$ cat src/rtl/timestamp_capture_311.sv
// timestamp_capture_311
//
// Captures the value of a free-running up counter whenever an asynchronous
// event input shows a rising edge, and queues it in a small first-word-fall-
// through FIFO that a host drains with a read-enable handshake. Captures lost
// to a full FIFO raise a sticky overflow flag.
//
// All state updates on the falling edge of clk_311, the same edge as the
// counter, so count_in_311 is sampled before the counter's own update.
//
// Ports:
//   clk_311         single clock, falling-edge active
//   reset_311       synchronous active-high reset
//   count_in_311    counter value to timestamp with
//   event_in_311    asynchronous event; rising edge requests a capture
//   rd_en_311       pop request, honoured only while ts_valid_311 = 1
//   clr_ovf_311     clears overflow_311 (a same-cycle overflow wins)
//   ts_out_311      FIFO head, 0 while empty
//   ts_valid_311    FIFO non-empty
//   fifo_level_311  stored entry count, 0..DEPTH
//   overflow_311    sticky: a capture was dropped on a full FIFO

module timestamp_capture_311 #(
    parameter int unsigned WIDTH       = 8,
    parameter int unsigned DEPTH       = 4,
    parameter int unsigned SYNC_STAGES = 2
) (
    input  logic                     clk_311,
    input  logic                     reset_311,
    input  logic [WIDTH-1:0]         count_in_311,
    input  logic                     event_in_311,
    input  logic                     rd_en_311,
    input  logic                     clr_ovf_311,
    output logic [WIDTH-1:0]         ts_out_311,
    output logic                     ts_valid_311,
    output logic [$clog2(DEPTH):0]   fifo_level_311,
    output logic                     overflow_311
);

    localparam int unsigned PtrW = $clog2(DEPTH);
    localparam logic [PtrW:0]   FullLevel = DEPTH[PtrW:0];
    localparam logic [PtrW:0]   LevelOne  = 1;
    localparam logic [PtrW-1:0] PtrOne    = 1;

    logic [SYNC_STAGES-1:0] sync_q;
    logic                   prev_q;
    logic                   strobe;

    logic [WIDTH-1:0] mem_q [DEPTH];
    logic [PtrW-1:0]  wr_ptr_q;
    logic [PtrW-1:0]  rd_ptr_q;
    logic [PtrW:0]    level_q;
    logic             ovf_q;

    logic empty;
    logic full;
    logic do_read;
    logic do_write;
    logic drop;

    // One-cycle strobe per synchronised rising edge.
    assign strobe = sync_q[SYNC_STAGES-1] & ~prev_q;

    always_comb begin
        empty    = (level_q == '0);
        full     = (level_q == FullLevel);
        do_read  = rd_en_311 & ~empty;
        // A pop in the same cycle frees the slot, so a full FIFO still accepts.
        do_write = strobe & (~full | do_read);
        drop     = strobe & full & ~do_read;
    end

    always_ff @(negedge clk_311) begin
        if (reset_311) begin
            sync_q   <= '0;
            prev_q   <= 1'b0;
            wr_ptr_q <= '0;
            rd_ptr_q <= '0;
            level_q  <= '0;
            ovf_q    <= 1'b0;
        end else begin
            sync_q <= {sync_q[SYNC_STAGES-2:0], event_in_311};
            prev_q <= sync_q[SYNC_STAGES-1];

            if (do_write) begin
                wr_ptr_q <= wr_ptr_q + PtrOne;
            end
            if (do_read) begin
                rd_ptr_q <= rd_ptr_q + PtrOne;
            end

            case ({do_write, do_read})
                2'b10:   level_q <= level_q + LevelOne;
                2'b01:   level_q <= level_q - LevelOne;
                default: level_q <= level_q;
            endcase

            // Set has priority over clear.
            if (drop) begin
                ovf_q <= 1'b1;
            end else if (clr_ovf_311) begin
                ovf_q <= 1'b0;
            end
        end
    end

    // Storage carries no reset; empty entries are never visible on ts_out_311.
    // When full with a simultaneous pop, wr_ptr equals rd_ptr: the old head is
    // consumed and its slot becomes the new tail.
    always_ff @(negedge clk_311) begin
        if (!reset_311 && do_write) begin
            mem_q[wr_ptr_q] <= count_in_311;
        end
    end

    assign ts_valid_311   = ~empty;
    assign ts_out_311     = empty ? '0 : mem_q[rd_ptr_q];
    assign fifo_level_311 = level_q;
    assign overflow_311   = ovf_q;

endmodule

$ cat config.mk
export PLATFORM = sky130hd
export DESIGN_NAME = timestamp_capture_311
export DESIGN_NICKNAME = d
export VERILOG_FILES = /design/src/rtl/timestamp_capture_311.sv
export SDC_FILE = /design/constraint.sdc
export NUM_CORES = 1
export LEC_CHECK = 0
export CORE_UTILIZATION = 53
export CTS_BUF_LIST = sky130_fd_sc_hd__clkbuf_16
export CTS_CLUSTER_DIAMETER = 50
export DETAILED_ROUTE_END_ITERATION = 8
export PLACE_DENSITY_LB_ADDON = 0.15
export SYNTH_ARGS = -nofsm -noshare
export SYNTH_HDL_FRONTEND = slang
export SYNTH_SLANG_ARGS = --single-unit
$ cat constraint.sdc
create_clock -name clk_311 -period 2.4 [get_ports clk_311]
set_input_delay 0.36 -clock clk_311 [delete_from_list [all_inputs] [get_ports clk_311]]
set_output_delay 0.36 -clock clk_311 [all_outputs]
set_load 0.01 [all_outputs]
==> flow_metrics.tcl <==
set metrics [dict create \
    cp_data_arrival_time_ns 2.81 \
    dr.pass1.iters 5 \
    utilization_pct 81.5 \
    place.gp.congestion 0.725 \
    yosysSeqAreaShare_pct 66.3 \
    wl_met3_um 268 \
    grt_max_degree 14 \
    wl_per_cell_um 14.7 \
    crit_path_start_kind "flop" \
    grt_overflow 0 \
    rsz0062_at_grt "yes" \
    wl_um 3780 \
    layout_common_cells "52 x inv_1, 32 x edfxtp_1, 18 x buf_6, 11 x buf_4" \
    core-area_um2 3340 \
    cp.required_ns 2.04 \
    layout-drive-gt1-share_pct 34.4 \
    worst_hold_slack_ns 0.461 \
    rr_worst_depth 8 \
    met2WireLength_um 2130 \
    min_path_cells 1 \
    die-area_um2 3710 \
    rows 21 \
    yosys-mux-area-fraction_pct 11.1 \
    drv_slew 0 \
    ctsLongestPathBuffers 2 \
    start_util_pct 55.2 \
    synthCells 121 \
    violations "negative setup slack" \
    seq_power_share_pct 39.1 \
    cp_max_fo 8 \
    synth-simple-area-share_pct 11.2 \
    track_usage_pct 23.3 \
    grt_pass1_wl_um 5960 \
    synth_top_family_by_area "simple AND/OR/NAND/NOR gates" \
    cts_buffers 5 \
    combPwrFrac_pct 18.8 \
    p_leak_nw 1.18 \
    hp-class "flop to flop" \
    slew_headroom_pct 75.9 \
    cts_htree_levels 2 \
    avgSynthCellArea_um2 15.2 \
    clock_sinks 45 \
    hold_buffers 0 \
    antenna_found_initial 0 \
    synth_fa_ha_area_share_pct 3.80 \
    cts_tree "built" \
    synth_seq_cells 45 \
    status "complete, but fails checks" \
    clock_skew_ns 0.0252 \
    critPathKind "flop to primary output" \
    setup_ws_ns -0.770 \
    via_per_inst 5.06 \
    drt-met1-wl_um 1350 \
    ir_worst_vdd_mv 0.542 \
    detail-route-antenna-nets 0 \
    yosys_warnings 0 \
    yosysUniqueCellTypes 31 \
    drv_cap 0 \
    insertedDiodeCount 0 \
    cts-root-buf "clkbuf_16" \
    end_kind "primary output" \
    synth_xor_area_share_pct 1.90 \
    drt_iter0_drc 37 \
    p_per_area_nw_per_um2 825 \
    grt_pass1_vias 1383 \
    setup_viol 13 \
    p_int_mw 1.59 \
    via_count 1305 \
    p_sw_uw 653 \
    clkPwrFrac_pct 42.1 \
    final_common_cell "inv_1" \
    die_w_um 61.0 \
    tightest_slew_ns 0.361 \
    die_h_um 61.0 \
    place_hpwl_um 2160 \
    syn_to_final_growth_pct 47.6 \
    syn_nets 139 \
    io_buffers 25 \
    top_layer_used "met4" \
    synth_compound_area_share_pct 3.06 \
    switching_share_pct 29.1 \
    cts.reportedPaths.clkPinSlew_ns 0.04 \
    ios 26 \
    drc 0 \
    synth_area_um2 1840 \
    finalHoldViolCount 0 \
    final_nets 229 \
    insertion_delay_ns 0.37 \
]
-- power groups by stage --
stage	registers (mW)	clock network [mW]	logic (mW)
final	0.877	0.945	0.421
after global routing	0.877	1.06	0.455
after CTS	0.877	0.966	0.406
after detailed placement	0.882	0.115	0.362
after global placement	0.880	0.115	0.353
after floorplan	0.886	0.115	0.210
-- metrics by stage --
stage	setup slack (ns)	total power, mW	area, um^2	instances	TNS (ns)
5_1_grt	-0.816	2.39	2720	258	-7.80
3_3_place_gp	-0.800	1.35	2300	200	-33.85
6_report	-0.770	2.24	2720	258	-7.18
2_1_floorplan	-0.418	1.21	1930	121	-6.69
4_1_cts	-0.775	2.25	2680	257	-7.02
3_5_place_dp	-0.876	1.36	2300	200	-34.92
-- flip-flops by register name (all words and copies together), names as in the netlist, named ones only --
register and count:
fifo_level_311 3, overflow_311 1, prev_q 1, mem_q 32, rd_ptr_q 2, sync_q 2, wr_ptr_q 2
-- per-layer routing --
metal,GRT usage (%),vias up
li1,-,626
met1,22.9,622
met2,41.4,54
met3,9.59,3
met4,13.0,0
met5,0,-
-- final cells by class --
class | count | area, um^2
sequential | 45 | 1230
inverter | 6 | 22.5
clock inverter | 48 | 185
multi-input combinational | 65 | 659
tap | 46 | 57.6
timing repair buffer | 43 | 438
clock buffer | 5 | 125
fill | 186 | 618
-- what timing repair did --
| item | in CTS | in global routing |
|---|---|---|
| gates resized for setup | 75 | 11 |
| buffers inserted | 4 | 3 |
| endpoints found under the setup margin | 50 | 45 |
| pin swaps | 6 | 7 |
| cloned | 1 | 0 |
-- final timing paths --
check	startpoint	endpoint	slack [ns]
worst min register to register	sync_q[0]	sync_q[1]	0.46
worst max register to register	fifo_level_311[1]	fifo_level_311[2]	0.42
worst min-delay path	sync_q[0]	sync_q[1]	0.46
worst max-delay path	flop	ts_out_311[4]	-0.77
-- cells in the mapped netlist --
cell type,n,area [um^2]
a211o_1,1,8.76
a21o_1,1,7.51
a21oi_1,2,10.0
a31oi_1,1,6.26
a32oi_1,1,8.76
and2_1,8,50.1
and2b_2,1,8.76
and3_1,4,25.0
buf_2,2,10.0
clkbuf_1,3,11.3
dfxtp_1,13,260
edfxtp_1,32,961
fa_1,1,20.0
ha_1,4,50.1
inv_1,7,26.3
mux2_4,1,15.0
mux2i_1,1,10.0
mux4_2,8,180
nand2_1,1,3.75
nand2b_1,1,6.26
nand3_1,3,15.0
nand4b_1,1,8.76
nor2_1,10,37.5
nor2b_1,4,25.0
nor3b_1,1,7.51
nor4_1,1,6.26
o211ai_1,1,7.51
o31ai_1,1,7.51
or3_1,2,12.5
xnor2_1,2,17.5
xor2_1,2,17.5
-- worst max-delay path, stage by stage (launching register included) --
cell and delay [ns]:
dfxtp_2 0.33, buf_12 0.14, mux4_2 0.51, and2_4 0.16, buf_6 0.11
-- kinds of logic after synthesis --
kind of cell             count (synthesis)
XOR/XNOR                                 4
AND/OR/NAND/NOR                         37
multiplexers                            10
adder cells (fa/ha/maj)                  5
AO/OA/AOI/OAI                            8
buffers and inverters                   12
flip-flops                              45
Power figures use the tool's default switching activity.
